--- config.mk ---
export PLATFORM = sky130hd
export DESIGN_NAME = xor_arbiter
export DESIGN_NICKNAME = d
export VERILOG_FILES = /design/src/rtl/xor_arbiter.sv
export SDC_FILE = /design/constraint.sdc
export NUM_CORES = 1
export LEC_CHECK = 0
export BUFFER_PORTS_ARGS = -buffer_cell sky130_fd_sc_hd__buf_2
export CAP_MARGIN = 40
export CORE_UTILIZATION = 25
export DETAILED_ROUTE_END_ITERATION = 16
export PLACE_DENSITY_LB_ADDON = 0.1
export SYNTH_ARGS = -nofsm -noshare
export SYNTH_HDL_FRONTEND = slang
export SYNTH_SLANG_ARGS = --single-unit
--- constraint.sdc ---
create_clock -name clk -period 1.45 [get_ports clk]
set_input_delay 0 -clock clk [delete_from_list [all_inputs] [get_ports clk]]
set_output_delay 0 -clock clk [all_outputs]
set_load 0.02 [all_outputs]
--- src/rtl/xor_arbiter.sv ---
// Two-requester arbiter feeding a single XOR unit: round-robin grant in IDLE,
// one cycle of execution, then the result is held until the consumer acknowledges.
module xor_arbiter #(
   parameter int unsigned WIDTH = 8
) (
   input  logic             clk,
   input  logic             rst,
   input  logic             req0_valid,
   input  logic [WIDTH-1:0] req0_a,
   input  logic [WIDTH-1:0] req0_b,
   output logic             req0_ready,
   input  logic             req1_valid,
   input  logic [WIDTH-1:0] req1_a,
   input  logic [WIDTH-1:0] req1_b,
   output logic             req1_ready,
   output logic             res_valid,
   output logic [WIDTH-1:0] res_data,
   output logic             res_id,
   input  logic             res_ack,
   output logic             busy,
   output logic [7:0]       op_count
);

   typedef enum logic [1:0] {
      IDLE,
      EXEC,
      DONE
   } state_t;

   state_t           state;
   state_t           state_next;
   logic             ptr;
   logic             grant_any;
   logic             grant_id;
   logic [WIDTH-1:0] op_a;
   logic [WIDTH-1:0] op_b;
   logic             op_id;

   always_ff @(posedge clk or posedge rst) begin
      if (rst) begin
         state <= IDLE;
      end else begin
         state <= state_next;
      end
   end

   // Grant only in IDLE and never while rst is high, so ready is 0 during reset.
   always_comb begin
      state_next = state;
      grant_any  = 1'b0;
      grant_id   = 1'b0;
      req0_ready = 1'b0;
      req1_ready = 1'b0;
      case (state)
         IDLE: begin
            if (!rst) begin
               if (req0_valid && req1_valid) begin
                  grant_any = 1'b1;
                  grant_id  = ptr;
               end else if (req0_valid) begin
                  grant_any = 1'b1;
                  grant_id  = 1'b0;
               end else if (req1_valid) begin
                  grant_any = 1'b1;
                  grant_id  = 1'b1;
               end
            end
            req0_ready = grant_any && !grant_id;
            req1_ready = grant_any && grant_id;
            if (grant_any) begin
               state_next = EXEC;
            end
         end
         EXEC: begin
            state_next = DONE;
         end
         DONE: begin
            if (res_ack) begin
               state_next = IDLE;
            end
         end
         default: begin
            state_next = IDLE;
         end
      endcase
   end

   assign res_valid = (state == DONE);
   assign busy      = (state != IDLE);

   always_ff @(posedge clk or posedge rst) begin
      if (rst) begin
         ptr      <= 1'b0;
         op_a     <= '0;
         op_b     <= '0;
         op_id    <= 1'b0;
         res_data <= '0;
         res_id   <= 1'b0;
         op_count <= '0;
      end else begin
         if (state == IDLE && grant_any) begin
            op_a  <= grant_id ? req1_a : req0_a;
            op_b  <= grant_id ? req1_b : req0_b;
            op_id <= grant_id;
            ptr   <= ~grant_id;
         end
         if (state == EXEC) begin
            res_data <= op_a ^ op_b;
            res_id   <= op_id;
         end
         if (state == DONE && res_ack) begin
            op_count <= op_count + 8'd1;
         end
      end
   end

endmodule

==> summary.md <==
| Metric | Value |
|---|---|
| PortBufs | `57` |
| Largest net degree at the start of global routing | `20` |
| GPL Wtd Cong | `0.685` |
| First-pass GRT wire length | `6920 µm` |
| Initial antenna violation count | `0` |
| WL/cell | `13.5 µm` |
| Number of buffers created by CTS | `5` |
| Worst Path Required | `1.45 ns` |
| Clock power frac | `0.240` |
| Starting Density | `0.259` |
| Top Ports | `58` |
| Final instance area | `2540 µm²` |
| DR vias | `1423` |
| Startpoint Class | `flop` |
| CTS tree | `yes` |
| Width of the die | `85.6 µm` |
| CTS root buf | `clkbuf_8` |
| Final Slew Violations | `0` |
| Crit Path Class | `flop to primary output` |
| Hold Crit Start | `req1_a[7]` |
| Pint | `2.92 mW` |
| Reg2reg start | `state[1]$_DFFE_PP0P_` |
| Syn Area/Cell | `10.9 µm²` |
| CP Capture Type | `primary output` |
| Worst-path cell chain | `nor3_2 -> and3_4 -> buf_12 -> buf_8` |
| Yosys warning count | `0` |
| Commonest non-fill, non-tap cell in the layout | `buf_2` |
| CP max FO | `19` |
| Crit-path max cell delay | `0.40 ns` |
| # Max-Cap Violations | `0` |
| Die height | `85.6 µm` |
| Number of global-route vias before repair | `1397` |
| Pwr Density | `1750 nW/µm²` |
| Seq pwr share | `0.398` |
| Syn Std Cell Area | `1750 µm²` |
| Most frequent cells in the layout | `55 x buf_2, 37 x dfrtp_1, 28 x nand2_1` |
| Cell Rows | `30` |
| Clock Skews | `0.00874 ns` |
| Final WS setup | `-0.0499 ns` |
| Sw Share | `0.345` |
| Max-slew headroom | `0.633` |
| Post-DP HPWL | `3110 µm` |
| Pre-antenna DRT Iters | `6` |
| Total Wirelength | `4380 µm` |
| Drt drc | `0` |
| Clock period minus worst slack | `1.50 ns` |
| Clk Latency, worst-skew pair | `0.29 ns` |
| Logic pwr share | `0.362` |
| Core area | `6760 µm²` |
| Crit-path slowest cell | `dfrtp_1` |
| Ratio of cells with drive above 1 in the final layout | `0.385` |
| Initial DRC Count | `41` |
| WP data arrival | `1.50 ns` |
| Gr ovfl total | `0` |
| Worst r2r path cells | `3` |
| Achievable Freq | `667 MHz` |
| Seq/Total Area, Yosys | `0.530` |
| Leakage | `1.21 nW` |
| Failing checks | `setup timing` |
| Slew @ Worst Pin | `0.549 ns` |
| Worst r2r dst | `op_b[1]$_DFFE_PP0P_` |
| Nets | `281` |
| GRT Util Overall | `0.124` |
| Synth Net Count | `199` |
| DP Area | `2180 µm²` |
| Final Core Density | `0.376` |
| Cells after Synth | `161` |
| Final Hold Fails | `0` |
| Worst hold path type | `input pin to flop` |
| Critical path origin | `state[1]$_DFFE_PP0P_` |
| Num Clock Sinks | `37` |
| Die area | `7330 µm²` |
| Status | `complete, but fails checks` |
| Yosys cell types | `33` |
| Setup crit end | `req0_ready` |
| Routed vias/inst | `4.39` |
| Final Setup Violations | `2` |
| Post-DRT Antenna Nets | `0` |
| #FFs+latches synth | `37` |
| CTS Buffer Depth | `2` |
| Antenna cells | `0` |
| Period Utilization, post-route | `1.03` |
| Worst-case vdd ir drop | `0.000588 V` |
| Area Overhead vs Synth | `45.2%` |
| RSZ-0062 raised after global routing | `yes` |
| H-tree lvl count | `2` |
| Reg2Reg Setup Slack | `0.03 ns` |
| Clock transition at path regs | `0.08 ns` |
| NetSw | `1.53 mW` |
| Fin Setup TNS | `-0.0763 ns` |
[worst max-delay path: cells and delay by family (launching register included)]
family / cells / cell delay (ns)
buf+inv: 2 / 0.27
flops: 1 / 0.40
simple gates: 2 / 0.52
[worst min-delay path by stage]
| stage | endpoint | slack, ns | depth (start not counted) |
|---|---|---|---|
| 2_1_floorplan | state[1]$_DFFE_PP0P_ | 0.11 | 1 |
| 3_3_place_gp | op_b[3]$_DFFE_PP0P_ | 0.09 | 3 |
| 3_5_place_dp | state[1]$_DFFE_PP0P_ | 0.09 | 3 |
| 4_1_cts | op_a[7]$_DFFE_PP0P_ | 0.07 | 4 |
| 5_1_grt | op_b[0]$_DFFE_PP0P_ | 0.09 | 4 |
| 6_report | op_a[7]$_DFFE_PP0P_ | 0.08 | 4 |
[logic make-up after synthesis]
kind of cell / Yosys count / synth area share
AOI/OAI and AO/OA: 29 / 0.132
xor gates and xnor gates: 15 / 0.0752
adders and majority gates: 1 / 0.00716
buffers and inverters: 17 / 0.0558
DFF: 37 / 0.530
muxes: 1 / 0.00644
and+or+nand+nor: 61 / 0.193
[metal layers]
layer	up-vias	wire length, µm	part of all wire	track usage
li1	732	-	-	-
met1	648	2140	0.49	0.171
met2	39	2020	0.46	0.195
met3	4	195	0.045	0.0327
met4	0	30	0.0068	0.0273
met5	-	0	0	0
[cells in the mapped netlist (all sizes together)]
master   n  share of area
dfrtp   37           0.53
nand2   28          0.060
nor3    19          0.083
a221o   16          0.092
o21ai   11          0.034
xnor2   11          0.055
buf      8          0.037
inv      6          0.013
xor2     4          0.020
clkbuf   3         0.0064
nor2     2         0.0043
a21o     1         0.0043
a21oi    1         0.0029
and3     1         0.0036
ha       1         0.0072
mux2     1         0.0064
nand2b   1         0.0036
nand3    1         0.0029
nand3b   1         0.0043
nand4    1         0.0036
nand4b   1         0.0050
nor2b    1         0.0036
nor3b    1         0.0043
nor4     1         0.0036
or2      1         0.0036
or2b     1         0.0043
or3      1         0.0036
[area by class of cell]
class	instances	area [µm²]
fill	699	4220
sequential	37	926
multi-input combinational	107	763
timing repair buffer	86	593
tap	80	100
clock buffer	5	68.8
clock inverter	3	65.1
inverter	6	22.5
[registers in the layout, summed over array words and instances (netlist names)]
register,count
op_a,8
op_b,8
op_count,8
op_id,1
ptr,1
res_data,8
res_id,1
state,2
[power groups by stage]
stage,Clock (mW),Sequential (mW),Combinational [mW]
finish,1.07,1.77,1.61
floorplan,0,1.94,0.878
global placement,0,1.79,1.54
CTS,1.11,1.77,1.64
detailed placement,0,1.79,1.56
global route,1.15,1.84,1.77
[stage by stage]
step                      instances  hold slack [ns]  worst slack [ns]  power (mW)
after detailed placement        297           0.0924            0.0173        3.35
final                           324           0.0773           -0.0499        4.45
after global placement          297           0.0893            0.0350        3.33
after CTS                       325           0.0724           -0.0902        4.52
after floorplan                 161            0.107            0.0221        2.82
after global routing            324           0.0906            -0.110        4.77
[repair_timing]
item,4_1_cts,5_1_grt
setup buffers,2,0
hold buffers,18,0
setup endpoints to repair,3,18
hold endpoints to repair,54,0
resized for setup,7,5
pin swaps,1,2
(Power assumes the default switching activity.)
